[src/rtl/seg_scan_pkg.sv]
// Shared types and constants for the 4-digit seven-segment scan driver.
package seg_scan_pkg;

  typedef enum logic {
    ST_BLANK = 1'b0,
    ST_SHOW  = 1'b1
  } state_e;

  localparam logic [6:0] SEG_OFF = 7'b1111111;
  localparam logic [3:0] AN_OFF  = 4'b1111;

  // Active-low {g,f,e,d,c,b,a} patterns indexed by hex value
  localparam logic [6:0] HEX_SEG [16] = '{
    7'b1000000, 7'b1111001, 7'b0100100, 7'b0110000,
    7'b0011001, 7'b0010010, 7'b0000010, 7'b1111000,
    7'b0000000, 7'b0010000, 7'b0001000, 7'b0000011,
    7'b1000110, 7'b0100001, 7'b0000110, 7'b0001110
  };

endpackage

[src/rtl/hex_to_seg7.sv]
// Combinational hex digit to active-low seven-segment decoder.
module hex_to_seg7
  import seg_scan_pkg::*;
(
  input  logic [3:0] hex_i,
  output logic [6:0] seg_o
);

  assign seg_o = HEX_SEG[hex_i];

endmodule

[src/rtl/seg_scan_driver.sv]
// Multiplexed 4-digit seven-segment scanner with blanking gaps and frame-aligned updates.
// Optional leading-zero blanking when SEG_SCAN_LZB_EN is defined.
module seg_scan_driver
  import seg_scan_pkg::*;
#(
  parameter int unsigned REFRESH_DIV  = 100000,
  parameter int unsigned BLANK_CYCLES = 16
) (
  input  logic        clk,
  input  logic        rst,
  input  logic [15:0] din,
  input  logic        din_valid,
  output logic        din_ready,
  output logic [3:0]  an,
  output logic [6:0]  seg,
  output logic        frame_start
);

  localparam int unsigned CNT_MAX = (REFRESH_DIV > BLANK_CYCLES) ? REFRESH_DIV : BLANK_CYCLES;
  localparam int unsigned CNT_W   = $clog2(CNT_MAX);

  state_e           state_q, state_d;
  logic [1:0]       idx_q, idx_d;
  logic [CNT_W-1:0] cnt_q, cnt_d;
  logic [15:0]      active_q, active_d;
  logic [15:0]      pend_q, pend_d;
  logic             pend_full_q, pend_full_d;
  logic [3:0]       an_q, an_d;
  logic [6:0]       seg_q, seg_d;
  logic             din_ready_q, din_ready_d;
  logic             frame_start_q, frame_start_d;
  logic [3:0]       digit;
  logic [6:0]       seg_dec;

  // Next-state: scan timing, pending register and frame-boundary swap
  always_comb begin
    state_d       = state_q;
    idx_d         = idx_q;
    cnt_d         = cnt_q + CNT_W'(1);
    active_d      = active_q;
    pend_d        = pend_q;
    pend_full_d   = pend_full_q;
    frame_start_d = 1'b0;
    unique case (state_q)
      ST_BLANK: begin
        if (cnt_q == CNT_W'(BLANK_CYCLES - 1)) begin
          state_d = ST_SHOW;
          cnt_d   = '0;
        end
      end
      ST_SHOW: begin
        if (cnt_q == CNT_W'(REFRESH_DIV - 1)) begin
          state_d = ST_BLANK;
          cnt_d   = '0;
          idx_d   = idx_q + 2'd1;
          if (idx_q == 2'd3) begin
            frame_start_d = 1'b1;
            if (pend_full_q) begin
              active_d    = pend_q;
              pend_full_d = 1'b0;
            end
          end
        end
      end
    endcase
    // Accept only into an empty pending slot; a boundary swap needs it full, so the two never collide
    if (din_valid && din_ready_q) begin
      pend_d      = din;
      pend_full_d = 1'b1;
    end
    din_ready_d = ~pend_full_d;
  end

  assign digit = active_d[{idx_d, 2'b00} +: 4];

  hex_to_seg7 u_dec (
    .hex_i (digit),
    .seg_o (seg_dec)
  );

  // Outputs derived from next state so registered pins line up with the FSM state
  always_comb begin
    an_d  = AN_OFF;
    seg_d = SEG_OFF;
    if (state_d == ST_SHOW) begin
      an_d  = ~(4'b0001 << idx_d);
      seg_d = seg_dec;
`ifdef SEG_SCAN_LZB_EN
      if ((idx_d != 2'd0) && ((active_d >> {idx_d, 2'b00}) == 16'h0000)) begin
        an_d  = AN_OFF;
        seg_d = SEG_OFF;
      end
`endif
    end
  end

  always_ff @(posedge clk) begin
    if (rst) begin
      state_q       <= ST_BLANK;
      idx_q         <= '0;
      cnt_q         <= '0;
      active_q      <= '0;
      pend_q        <= '0;
      pend_full_q   <= 1'b0;
      an_q          <= AN_OFF;
      seg_q         <= SEG_OFF;
      din_ready_q   <= 1'b1;
      frame_start_q <= 1'b0;
    end else begin
      state_q       <= state_d;
      idx_q         <= idx_d;
      cnt_q         <= cnt_d;
      active_q      <= active_d;
      pend_q        <= pend_d;
      pend_full_q   <= pend_full_d;
      an_q          <= an_d;
      seg_q         <= seg_d;
      din_ready_q   <= din_ready_d;
      frame_start_q <= frame_start_d;
    end
  end

  assign an          = an_q;
  assign seg         = seg_q;
  assign din_ready   = din_ready_q;
  assign frame_start = frame_start_q;

endmodule

[config.mk]
export PLATFORM = sky130hd
export DESIGN_NAME = seg_scan_driver
export DESIGN_NICKNAME = d
export VERILOG_FILES = /design/src/rtl/seg_scan_pkg.sv /design/src/rtl/hex_to_seg7.sv /design/src/rtl/seg_scan_driver.sv
export SDC_FILE = /design/constraint.sdc
export NUM_CORES = 1
export LEC_CHECK = 0
export BUFFER_PORTS_ARGS = -buffer_cell sky130_fd_sc_hd__buf_2
export CORE_MARGIN = 5
export CORE_UTILIZATION = 52
export CTS_CLUSTER_DIAMETER = 80
export CTS_CLUSTER_SIZE = 30
export DETAILED_ROUTE_END_ITERATION = 7
export PLACE_DENSITY = 0.83
export SYNTH_ARGS = -nofsm -noshare
export SYNTH_HDL_FRONTEND = slang
export SYNTH_SLANG_ARGS = --single-unit
[constraint.sdc]
create_clock -name clk -period 2.42 [get_ports clk]
set_input_delay 0.363 -clock clk [delete_from_list [all_inputs] [get_ports clk]]
set_output_delay 0.363 -clock clk [all_outputs]
set_load 0.01 [all_outputs]
# After elaboration in Yosys (flattened, before gate mapping)
# Memory sizes are Yosys's and may differ from the RTL's. A register that Yosys moved wholly into a read port is not among the register bits.
# Cells that the tools add are included.
classes:
  n_eq_ne: 3
  muxes: 17
  n_reduce_logical: 3
  n_addsub: 2
  bitwise: 6
  n_shift: 2
ops:
  columns: ["operator", "count"]
  rows:
  - ["16-bit two-way mux", 4]
  - ["17-bit two-way mux", 2]
  - ["17-bit one-hot mux with 2 select lines", 1]
  - ["17-bit by 1-bit adder with 17-bit output, second input constant", 1]
  - ["17-bit equality test, second input constant", 1]
  - ["17-bit by 4-bit equality test with 1-bit output, second input constant", 1]
  - ["16-bit by 5-bit indexed part select with 4-bit output", 1]
  - ["1-bit two-way mux", 7]
  - ["4-bit inverter with 5-bit output", 1]
  - ["2-bit two-way mux", 2]
  - ["1-bit inverter", 4]
  - ["4-bit inverter", 1]
  - ["1-bit by 2-bit << shifter with 4-bit output, first input constant", 1]
  - ["3-bit OR reduction", 1]
  - ["2-bit by 1-bit adder with 2-bit output, second input constant", 1]
  - ["2-bit equality test, second input constant", 1]
  - ["1-bit one-hot mux with 2 select lines", 1]
  - ["2-bit OR reduction", 1]
  - ["1-bit logical AND", 1]
totals:
  out_inout_bits: 13
  romBits: 112
  word_cells: 43
  register_bits: 59
  memories: 1
mem_list:
  columns: ["memory", "depth", "word_bits", "read_ports", "rd_ports_with_merged_regs", "wr", "line_no", "rtl"]
  rows:
  - ["(name not given)", 16, 7, 1, 1, 0, "hex_to_seg7.sv:9", "assign seg_o = HEX_SEG[hex_i];"]

# Logic depth before layout (Yosys ltp)
# Gate-level depths: netlist of the first run.
depth:
  word_depth: 6
  depth_mapped: 14
  mapped_depth_nobuf: 12

# Cells and area by module
# A second synthesis of the first run with hierarchy kept.
unflattened:
  hier_cells: 302
  area_unflattened_um2: 2741.4
by_module_without_submodules:
  columns: ["module", "area_per_inst_um2", "cells_per_inst", "n_inst"]
  rows:
  - ["seg_scan_driver", 2484.9, 266, 1]
  - ["hex_to_seg7", 256.5, 36, 1]

# Worst setup path after synthesis of the first run
# No wires, ideal clock.
synth_path:
  kind: "flip-flop to flip-flop"
  from: "register cnt_q[11]"
  to: "register seg_q[4] (netlist: seg[4])"
  period_less_slack_ns: 2.593
  setup_slack_ns: -0.173
  required_time_ns: 2.338
  path_stages_with_launch: 15
  t_arrival_ns: 2.511
  setup_time_ns: 0.082
  cell_sequence: "dfxtp_1 -> nor4_4 -> and2_1 -> buf_6 -> nand3_4 -> buf_6 -> mux2i_1 -> o22ai_1 -> or2_2 -> inv_1 -> ha_1 -> inv_1 -> nor2_1 -> a21oi_1 -> o221ai_1"
synth_via:
  elab_chain_len: 5
synth_lines:
  columns: ["element", "line_no", "rtl"]
  rows:
  - ["start: declaration", "seg_scan_driver.sv:24", "logic [CNT_W-1:0] cnt_q, cnt_d;"]
  - ["start signal: assignment", "seg_scan_driver.sv:112", "cnt_q <= cnt_d;"]
  - ["17-bit equality test or 17-bit by 4-bit equality test with 1-bit output (tied branches)", "seg_scan_driver.sv:52, seg_scan_driver.sv:46", null]
  - ["16-bit two-way mux, or another cell as far along", "seg_scan_driver.sv:52", "if (cnt_q == CNT_W'(REFRESH_DIV - 1)) begin"]
  - ["16-bit two-way mux, or another cell as far along", "seg_scan_driver.sv:44", "unique case (state_q)"]
  - ["16-bit by 5-bit indexed part select with 4-bit output or 1-bit inverter (tied branches)", null, null]
  - ["4-bit inverter with 5-bit output (not written as such) or 2-bit OR reduction (tied branches)", null, null]
  - ["end: declaration", "seg_scan_driver.sv:29", "logic [6:0] seg_q, seg_d;"]
# Several ways; a longest one is shown, not always the timed one.
# A chain may end at the register's enable or synchronous reset.

# Worst setup path in the final report of the first run
layout_path:
  from: "register cnt_q[14]"
  to: "register seg_q[3] (netlist: seg[3])"
# Same word-level chain as after synthesis.

==> results of run 1 <==
## per-stage QoR
step / cell area (um^2) / setup slack (ns) / utilization, %
floorplan: 3040 / -0.0105 / -
global placement: 3600 / -0.144 / 64.7
detailed placement: 3600 / -0.231 / 64.7
CTS: 4140 / -0.0687 / 74.2
global route: 4360 / -0.509 / 78.3
finish: 4360 / -0.449 / 78.3
## where the power goes
| part | internal [mW] | switching (mW) | leakage, nW |
|---|---|---|---|
| logic | 0.0410 | 0.0551 | 1.12 |
| clock network | 0.609 | 0.457 | 0.112 |
| registers | 1.11 | 0.0222 | 0.537 |
| total | 1.76 | 0.534 | 1.77 |
## how the worst max path moves through the flow
stage / slack [ns] / start / to
final: -0.45 / cnt_q[14]$_SDFF_PP0_ / seg[3]$_SDFF_PP1_
after global routing: -0.51 / cnt_q[14]$_SDFF_PP0_ / seg[3]$_SDFF_PP1_
after CTS: -0.07 / cnt_q[12]$_SDFF_PP0_ / seg[3]$_SDFF_PP1_
after detailed placement: -0.23 / cnt_q[1]$_SDFF_PP0_ / seg[4]$_SDFF_PP1_
after global placement: -0.14 / cnt_q[14]$_SDFF_PP0_ / seg[4]$_SDFF_PP1_
after floorplan: -0.01 / cnt_q[14]$_SDFF_PP0_ / seg[4]$_SDFF_PP1_
## state kept, by name, summed over array words and instances, names as in the netlist
name,flops
cnt_q,17
active_q,16
frame_start,1
din_ready,1
state_q,1
an,4
idx_q,2
pend_q,16
seg,7
pend_full_q,1
## repair_timing
action                                  CTS  global route
setup buffers                            12             7
pin swaps                                15            21
endpoints found under the setup margin    7             7
resized for setup                        42            40
endpoints found under the hold margin     0             0
## layout make-up
cell class / count / area share [%]
multi-input combinational: 243 / 43.7
sequential: 66 / 30.3
timing repair buffer: 106 / 17.6
inverter: 10 / 1.09
clock inverter: 6 / 2.06
tap: 72 / 2.06
clock buffer: 10 / 3.15
## metal layers
metal / track usage [%] / up-vias / wire, um
li1: - / 1370 / -
met1: 31.6 / 1491 / 4030
met2: 45.6 / 239 / 5090
met3: 7.22 / 93 / 1160
met4: 15.9 / 0 / 829
met5: 0 / - / 0
## worst min-delay path, cell delays in order
cell and delay, ns:
buf_2 0.10, nand2_1 0.04, a21oi_1 0.05
## cells in the final DEF, fill, tap and decap left out, drive strengths merged, types with 4 or more instances in the layout
cell type / count
nand2: 44
ha: 8
a21oi: 26
o21ai: 12
and3: 10
or2: 4
inv: 10
and4: 4
dfxtp: 66
nor4: 5
o221ai: 5
xnor2: 7
buf: 106
o211ai: 4
nand3: 12
o22ai: 4
clkbuf: 10
xor2: 9
nor2: 41
mux2i: 16
nand4: 8
## kinds of logic after synthesis
kind of cell / synth area share [%]
compound gates: 13.3
mux: 6.09
fa+ha+maj: 3.32
buf+inv: 5.18
xor+xnor: 4.64
flops: 43.8
simple gates: 23.6
==> impl_metrics.py, run 1 <==
metrics = {
    "sta": {
        "hold_viol": 0,
        "rsz0062_at_grt": "true",
        "post-route-min-period_ns": 2.87,
        "layout_setup_ws_ns": -0.449,
        "max_freq_ghz": 0.349,
        "relSlewSlack_pct": 51.0,
        "tightestPinTransition_ns": 0.735,
        "setup_viol": 7,
        "fin_worst_skew_ns": 0.0119,
        "whs_ns": 0.236,
        "tns_ns": -2.19,
        "slew_viol_final": 0,
        "fin_crit_sh_pct": 119,
    },
    "min_path": {
        "min_from": "din[13]",
        "hold_class": "input port to flip-flop",
        "hold_end": "pend_q[13]$_SDFFE_PP0P_",
        "hold_depth": 3,
    },
    "route": {
        "viasPerCell": 6.22,
        "wl_per_cell_um": 21.6,
        "drt_first_pass_iters": 8,
        "wirelength_mm": 11.1,
        "ant_nets": 0,
        "vias": 3193,
        "drt-initial-drc-count": 405,
        "drcViolationCount": 0,
    },
    "pwr": {
        "total_power_mw": 2.29,
        "p_leak_nw": 1.77,
        "ir_worst_vdd_mv": 0.538,
        "power_density_nw_per_um2": 525,
    },
    "synthesis": {
        "synth_area_per_cell_um2": 8.96,
        "yosys.area.top_type": "dfxtp_1",
        "ys_seq_elements": 66,
        "synth.most_common_cell": "dfxtp_1",
        "synth_top_area_share_pct": 43.8,
        "synth_edf_count": 0,
        "synth_commonest_cells": "66 x dfxtp_1, 44 x nand2_1, 41 x nor2_1, 26 x a21oi_1, 15 x mux2i_1",
        "synthesis.area_um2": 3020,
        "synth_ff_type": "dfxtp_1",
        "syn-num-nets": 364,
        "yosys-top-cells-area": "dfxtp_1 44%, nand2_1 5.5%, nor2_1 5.1%, mux2i_1 5.0%, a21oi_1 4.3%",
        "synth-async-reset-ratio_pct": 0,
        "synth_cells": 337,
        "ys_warn_count": 0,
        "synth.distinct_cells": 55,
        "seq_area_frac_synth_pct": 43.8,
    },
    "outcome": {
        "violations": "setup timing",
        "run_status": "finished with violations",
    },
    "global_routing": {
        "antenna_found_initial": 0,
        "grt-ovfl-total": 0,
        "grt_max_degree": 39,
        "grt_pass1_vias": 2986,
        "grt_usage_pct": 27.3,
        "grt_pass1_wl_mm": 15.5,
    },
    "critical_path": {
        "path_class": "flip-flop to flip-flop",
        "cp_slowest_cell": "nor4_4",
        "reg2reg_depth": 12,
        "reg2reg_from": "cnt_q[14]$_SDFF_PP0_",
        "path_delay_family": "simple AND/OR/NAND/NOR gates",
        "crit_required_ns": 2.63,
        "cp-start-kind": "flip-flop",
        "crit_fanout": 6,
        "cp.depth": 12,
        "critical_path_buf_inv_count": 2,
        "worstSetupEndpointType": "flip-flop",
        "worstPathArrival_ns": 3.08,
        "r2r_end": "seg[3]$_SDFF_PP1_",
        "max_stage_delay_ns": 0.39,
        "r2r_setup_slack_ns": -0.45,
        "path_cells": "nor4_4 > buf_4 > nand3_4 > nor4_4 > nor2_2 > o22ai_2 > or2_4 > inv_4 > ha_4 > o21ai_2 > o211ai_1 > o211ai_1",
    },
    "final_layout": {
        "final_cells": 513,
        "antenna_cells": 0,
        "fillers": 320,
        "area_growth_pct": 44.6,
        "drive_above_1_share_pct": 43.3,
        "final-seq-area_um2": 1320,
        "multi_input_area_um2": 1910,
        "nets": 463,
    },
    "clocking": {
        "clk_path_buf_depth": 2,
        "clock-root-buffer": "clkbuf_8",
        "ctsHtreeMaxLevel": 3,
        "clk_pin_slew_ns": 0.08,
        "cts.sinks": 66,
        "cts_tree": "yes",
        "postCtsHoldBufs": 0,
        "cts-buffers-inserted": 9,
        "clock_latency_ns": 0.36,
    },
    "placed_design": {
        "placed_cells": 479,
        "port_buffers": 31,
        "dp.final_hpwl_mm": 5.48,
        "routabilityCongestion": 0.960,
    },
    "floorplanning": {
        "design.portCount": 32,
        "die_w_um": 86.2,
        "die_y_um": 86.2,
        "start_util_pct": 54.1,
        "core_um2": 5570,
        "num_rows": 27,
        "die-area_um2": 7430,
    },
    "job": {
        "drv_cap": 0,
    },
}
(Power assumes the default switching activity.)
==> run 2: changes to the inputs <==
- CTS_BUF_LIST: not set -> sky130_fd_sc_hd__clkbuf_8
- REMOVE_ABC_BUFFERS: not set -> 1
- SYNTH_HIERARCHICAL: not set -> 1
==> run 2 against run 1 <==
Against the previous run:
- the flow still finishes with violations (setup timing)
- via count is 27% lower
- cell area is 17% lower
- cell count is 11% lower
- synthesized cell count is 10% lower
- clock power is 24% lower
- die area is 8.1% lower
- global-route usage is 6.3 points lower
- flip-flop and latch count stayed put
- clock-buffer cell count is 1 higher
- worst hold slack better by 0.020 ns
- area after synthesis is 9.2% lower
- worst setup slack worse by 0.072 ns
==> impl_metrics.py, run 2 <==
metrics = {
    "outcome": {
        "run_status": "finished with violations",
        "violations": "setup timing",
    },
    "placed_design": {
        "dp.final_hpwl_mm": 4.16,
        "port_buffers": 31,
        "routabilityCongestion": 0.846,
    },
    "floorplanning": {
        "num_rows": 26,
        "die_y_um": 82.6,
        "start_util_pct": 53.7,
        "design.portCount": 32,
        "die-area_um2": 6820,
        "core_um2": 5110,
        "die_w_um": 82.6,
    },
    "synthesis": {
        "synth_ff_type": "dfxtp_1",
        "seq_area_frac_synth_pct": 48.2,
        "synthesis.area_um2": 2740,
        "ys_warn_count": 6,
        "synth_top_area_share_pct": 48.2,
        "yosys.area.top_type": "dfxtp_1",
        "yosys-top-cells-area": "dfxtp_1 48%, mux2i_1 9.5%, nand2_1 6.3%, nor2_1 6.0%, ha_1 4.1%",
        "synth-async-reset-ratio_pct": 0,
        "ys_seq_elements": 66,
        "synth_commonest_cells": "66 x dfxtp_1, 46 x nand2_1, 44 x nor2_1, 26 x mux2i_1, 18 x a21oi_1",
        "synth_area_per_cell_um2": 9.08,
        "synth_edf_count": 0,
        "synth.most_common_cell": "dfxtp_1",
        "synth.distinct_cells": 35,
        "synth_cells": 302,
    },
    "final_layout": {
        "fillers": 385,
        "layout_commonest_cell": "dfxtp_1",
        "area_growth_pct": 32.5,
        "largest_reg_flops": 17,
        "top_register": "cnt_q",
        "finish.utilization_pct": 71.1,
        "nets": 410,
        "most-common-layout-cells": "57 x dfxtp_1, 50 x buf_4, 45 x nand2_1",
        "antenna_cells": 0,
        "drive_above_1_share_pct": 34.2,
        "largestRegisters": "cnt_q x17, active_q x16, pend_q x16",
    },
    "route": {
        "wl_per_cell_um": 13.9,
        "vias": 2321,
        "drt-initial-drc-count": 136,
        "ant_nets": 0,
        "drcViolationCount": 0,
        "drt_first_pass_iters": 4,
        "viasPerCell": 5.09,
        "wirelength_mm": 6.36,
    },
    "critical_path": {
        "worstSetupEndpointType": "flip-flop",
        "cp-start-kind": "flip-flop",
        "path_class": "flip-flop to flip-flop",
        "reg2reg_from": "cnt_q[9]$_SDFF_PP0_",
        "crit_fanout": 7,
        "reg2reg_depth": 12,
        "worstPathArrival_ns": 3.16,
        "r2r_end": "seg[3]$_SDFF_PP1_",
        "crit_required_ns": 2.64,
        "r2r_setup_slack_ns": -0.52,
    },
    "sta": {
        "fin_crit_sh_pct": 122,
        "whs_ns": 0.256,
        "max_freq_ghz": 0.340,
        "hold_viol": 0,
        "tns_ns": -3.14,
        "setup_viol": 7,
        "slew_viol_final": 0,
        "layout_setup_ws_ns": -0.521,
        "fin_worst_skew_ns": 0.00609,
        "rsz0062_at_grt": "true",
        "post-route-min-period_ns": 2.94,
        "tightestPinTransition_ns": 0.576,
        "relSlewSlack_pct": 61.6,
    },
    "clocking": {
        "cts_tree": "yes",
        "clk_pin_slew_ns": 0.07,
        "postCtsHoldBufs": 0,
        "clock_latency_ns": 0.34,
        "cts.sinks": 66,
        "ctsHtreeMaxLevel": 3,
        "cts-buffers-inserted": 9,
        "clk_path_buf_depth": 2,
        "clock-root-buffer": "clkbuf_8",
    },
    "min_path": {
        "hold_class": "input port to flip-flop",
        "min_from": "din[13]",
        "hold_depth": 3,
        "hold_end": "pend_q[13]$_SDFFE_PP0P_",
    },
    "job": {
        "drv_cap": 0,
    },
    "global_routing": {
        "grt_usage_pct": 21.1,
        "grt_max_degree": 38,
        "grt_pass1_vias": 2339,
        "antenna_found_initial": 0,
        "grt-ovfl-total": 0,
        "grt_pass1_wl_mm": 10.9,
    },
    "pwr": {
        "power_density_nw_per_um2": 558,
        "net-switching-power_uw": 463,
        "switching_share_pct": 22.9,
        "pwr-share-comb_pct": 4.5,
        "p_leak_nw": 1.61,
        "total_power_mw": 2.03,
        "clkPwrFrac_pct": 39.9,
        "ir_worst_vdd_mv": 0.421,
        "internal_power_mw": 1.56,
        "sequentialPowerShare_pct": 55.6,
    },
}
## run 2: changes by cell type after synthesis, moves of 3 or more
cell,delta
o22ai_1,-3
a21oi_1,-8
o21ai_1,+4
a2bb2oi_1,-3
mux2_2,+3
and3_1,-7
o221ai_1,-5
o21a_1,+3
mux2i_1,+11
nor2_1,+3
nand4_1,-4
o21ai_0,-9
inv_1,-5
nand2b_1,+8
## run 2: layout make-up
cell class | instances | area [um^2] | area share [%]
well taps | 70 | 87.6 | 2.41
flip-flops and latches | 66 | 1330 | 36.7
clock inverters | 4 | 18.8 | 0.517
inverters | 6 | 22.5 | 0.620
repair buffers | 83 | 578 | 15.9
multi-input cells | 216 | 1440 | 39.7
clock buffers | 11 | 151 | 4.17
## run 2: logic make-up (layout without fill, tap and decap cells)
| group | after synthesis | count (layout) | synth area share, % |
|---|---|---|---|
| compound gates | 31 | 31 | 6.12 |
| flops | 66 | 66 | 48.2 |
| buf+inv | 20 | 104 | 3.70 |
| simple gates | 129 | 129 | 21.2 |
| mux | 31 | 31 | 11.5 |
| fa+ha+maj | 9 | 9 | 4.11 |
| xor+xnor | 16 | 16 | 5.11 |
## run 2: power by group through the flow
stage	Sequential, mW	Combinational (mW)	Clock (mW)
after floorplan	1.14	0.0403	0
after global placement	1.15	0.0848	0
after detailed placement	1.15	0.0874	0
after CTS	1.13	0.0922	0.821
after global routing	1.13	0.105	0.872
final	1.13	0.0914	0.809
## run 2: timing repair
| item | CTS | global route |
|---|---|---|
| gates cloned | 1 | 0 |
| buffers inserted | 6 | 0 |
| hold endpoints to repair | 0 | 0 |
| gates resized for setup | 38 | 2 |
| pin swaps | 8 | 0 |
| endpoints found under the setup margin | 7 | 7 |
## run 2: worst max-delay path by stage
stage / cells past startpoint / slack, ns / start / endpoint
after detailed placement: 12 / -0.51 / cnt_q[11]$_SDFF_PP0_ / seg[3]$_SDFF_PP1_
after global placement: 12 / -0.44 / cnt_q[11]$_SDFF_PP0_ / seg[3]$_SDFF_PP1_
after global routing: 13 / -0.58 / cnt_q[9]$_SDFF_PP0_ / seg[3]$_SDFF_PP1_
final: 12 / -0.52 / cnt_q[9]$_SDFF_PP0_ / seg[3]$_SDFF_PP1_
after CTS: 12 / -0.41 / cnt_q[9]$_SDFF_PP0_ / seg[3]$_SDFF_PP1_
after floorplan: 11 / -0.70 / cnt_q[11]$_SDFF_PP0_ / seg[3]$_SDFF_PP1_
## run 2: worst max-delay path: stages (launching register included)
cell,delay [ns]
dfxtp_2,0.34
and4_1,0.23
nand3_2,0.10
or4_4,0.59
buf_12,0.18
mux2i_1,0.20
mux2i_1,0.12
mux2_4,0.31
ha_4,0.17
or2_4,0.25
a21oi_2,0.15
a31oi_1,0.05
nand2b_1,0.14
## run 2: through the flow
| step | cells | area [um^2] | worst slack [ns] |
|---|---|---|---|
| after global routing | 456 | 3630 | -0.576 |
| after floorplan | 288 | 2660 | -0.705 |
| final | 456 | 3630 | -0.521 |
| after CTS | 456 | 3630 | -0.405 |
| after global placement | 434 | 3240 | -0.444 |
| after detailed placement | 434 | 3240 | -0.515 |
## run 2: layer usage
layer	share of wire [%]	routed length, um	GRT usage (%)	vias up
met3	4.9	314	5.10	9
li1	-	-	-	1164
met4	1.5	95	7.35	0
met1	41	2600	24.2	1093
met2	53	3350	37.8	55
met5	0	0	0	-
==> run 3: changes to the inputs <==
- CORE_MARGIN: 5 -> 2
==> run 3 against run 2 <==
Against the previous run:
- the run still ends with setup timing left
- clock skew up 0.0048 ns
- first-iteration DRC count increased by 16%
- sequential share of layout area down 0.69 points
- flip-flop and latch count stayed put
- cell area grew 1.8%
- non-clock buffer count decreased by 1
- cell count shrank 0.22%
- fmax fell by 1.9%
- global-route usage increased by 2.3 points
- register-to-register slack got worse by 0.06 ns
- via count grew 2.2%
- critical endpoint unchanged
- largest power group unchanged
==> impl_metrics.py, run 3 (synthesis results as in run 2) <==
metrics = {
    "final_layout": {
        "final_cells": 455,
        "antenna_cells": 0,
        "finish.utilization_pct": 72.4,
        "largestRegisters": "cnt_q x17, active_q x16, pend_q x16",
        "most-common-layout-cells": "58 x dfxtp_1, 47 x buf_4, 45 x nand2_1",
        "largest_reg_flops": 17,
        "fillers": 354,
        "postLayoutCellArea_um2": 3700,
        "top_register": "cnt_q",
        "area_growth_pct": 35.0,
        "drive_above_1_share_pct": 35.6,
        "layout_commonest_cell": "dfxtp_1",
        "nets": 409,
    },
    "route": {
        "vias": 2373,
        "drt-initial-drc-count": 158,
        "wirelength_mm": 6.72,
        "ant_nets": 0,
        "drt_first_pass_iters": 4,
        "viasPerCell": 5.22,
        "drcViolationCount": 0,
        "wl_per_cell_um": 14.8,
    },
    "global_routing": {
        "grt-ovfl-total": 0,
        "grt_max_degree": 38,
        "grt_usage_pct": 23.4,
        "grt_pass1_vias": 2343,
        "antenna_found_initial": 0,
        "grt_pass1_wl_mm": 10.6,
    },
    "floorplanning": {
        "die_w_um": 76.6,
        "num_rows": 26,
        "design.portCount": 32,
        "die-area_um2": 5870,
        "core_um2": 5110,
        "die_y_um": 76.6,
        "start_util_pct": 53.7,
    },
    "job": {
        "drv_cap": 0,
    },
    "clocking": {
        "cts-buffers-inserted": 9,
        "postCtsHoldBufs": 0,
        "cts.sinks": 66,
        "cts_tree": "yes",
        "clock_latency_ns": 0.35,
        "clock-root-buffer": "clkbuf_8",
        "ctsHtreeMaxLevel": 3,
        "clk_path_buf_depth": 2,
        "clk_pin_slew_ns": 0.07,
    },
    "sta": {
        "slew_viol_final": 0,
        "rsz0062_at_grt": "true",
        "max_freq_ghz": 0.333,
        "tns_ns": -3.49,
        "relSlewSlack_pct": 59.9,
        "setup_viol": 7,
        "layout_setup_ws_ns": -0.579,
        "fin_crit_sh_pct": 124,
        "hold_viol": 0,
        "post-route-min-period_ns": 3.00,
        "fin_worst_skew_ns": 0.0109,
        "tightestPinTransition_ns": 0.602,
    },
    "pwr": {
        "power_density_nw_per_um2": 550,
        "ir_worst_vdd_mv": 0.497,
        "pwr-share-comb_pct": 4.4,
        "switching_share_pct": 23.2,
        "total_power_mw": 2.03,
        "clkPwrFrac_pct": 40.1,
        "internal_power_mw": 1.56,
        "sequentialPowerShare_pct": 55.5,
        "net-switching-power_uw": 473,
        "p_leak_nw": 1.61,
    },
    "critical_path": {
        "reg2reg_depth": 13,
        "crit_end": "seg[3]$_SDFF_PP1_",
        "path_class": "flip-flop to flip-flop",
        "crit_fanout": 6,
        "critPathLaunch": "state_q$_SDFF_PP0_",
        "crit_required_ns": 2.71,
        "cp-start-kind": "flip-flop",
        "r2r_end": "seg[3]$_SDFF_PP1_",
        "worstPathArrival_ns": 3.28,
        "r2r_setup_slack_ns": -0.58,
        "reg2reg_from": "state_q$_SDFF_PP0_",
        "worstSetupEndpointType": "flip-flop",
    },
    "placed_design": {
        "port_buffers": 31,
        "place_area_um2": 3250,
        "routabilityCongestion": 0.805,
        "dp.final_hpwl_mm": 3.95,
        "placed_cells": 433,
    },
    "min_path": {
        "hold_class": "input port to flip-flop",
    },
    "outcome": {
        "run_status": "finished with violations",
        "violations": "setup timing",
    },
}
==> run 3: changes by cell type in the layout (fill, tap and decap cells not counted), sizes merged <==
cell and delta:
buf -1
==> run 3: worst min-delay path by stage <==
stage	startpoint	end	slack, ns	cells after the start
after floorplan	cnt_q[0]$_SDFF_PP0_	cnt_q[0]$_SDFF_PP0_	0.43	1
after global placement	pend_q[5]$_SDFFE_PP0P_	pend_q[5]$_SDFFE_PP0P_	0.44	2
after detailed placement	pend_q[4]$_SDFFE_PP0P_	pend_q[4]$_SDFFE_PP0P_	0.45	2
after CTS	din[8]	pend_q[8]$_SDFFE_PP0P_	0.24	3
after global routing	din[5]	pend_q[5]$_SDFFE_PP0P_	0.23	3
final	din[8]	pend_q[8]$_SDFFE_PP0P_	0.24	3
==> run 3: repair_timing <==
action / 4_1_cts / 5_1_grt
gates cloned: 1 / 0
setup endpoints to repair: 7 / 7
gates resized for setup: 34 / 20
pin swaps: 10 / 5
buffers inserted: 5 / 1
==> run 3: layer usage <==
layer	vias up	global-route usage (%)	part of all wire, %
met2	65	40.4	52
met4	0	10.4	4.0
met1	1123	25.6	40
met5	-	0	0
li1	1161	-	-
met3	24	8.65	4.2
==> run 3: cell type report <==
cell class | instances | area (um^2) | area share (%)
Inverter | 6 | 25.0 | 0.676
Clock inverter | 4 | 18.8 | 0.507
Clock buffer | 11 | 151 | 4.09
Tap cell | 70 | 87.6 | 2.37
Timing Repair Buffer | 82 | 571 | 15.4
Sequential cell | 66 | 1330 | 36.0
Multi-Input combinational cell | 216 | 1520 | 41.0
==> run 3: critical path, stage by stage, from the launching register on <==
cell	delay, ns
dfxtp_2	0.33
and4_1	0.20
nand3_2	0.08
or4_4	0.59
buf_12	0.18
mux2i_2	0.23
mux2i_1	0.16
mux2_4	0.35
inv_2	0.13
ha_4	0.22
nand2_2	0.09
a21oi_2	0.06
a31oi_1	0.19
nand2b_1	0.13
==> run 3: power groups by stage <==
stage	Clock, mW	Combinational [mW]	Sequential [mW]
floorplan	0	0.0403	1.14
global placement	0	0.0835	1.15
detailed placement	0	0.0864	1.15
CTS	0.817	0.0882	1.13
global route	0.883	0.101	1.13
finish	0.815	0.0892	1.13
==> run 3: through the flow <==
step | hold slack (ns) | setup WS (ns)
floorplan | 0.426 | -0.705
global placement | 0.444 | -0.500
detailed placement | 0.453 | -0.560
CTS | 0.236 | -0.398
global route | 0.233 | -0.662
finish | 0.242 | -0.579
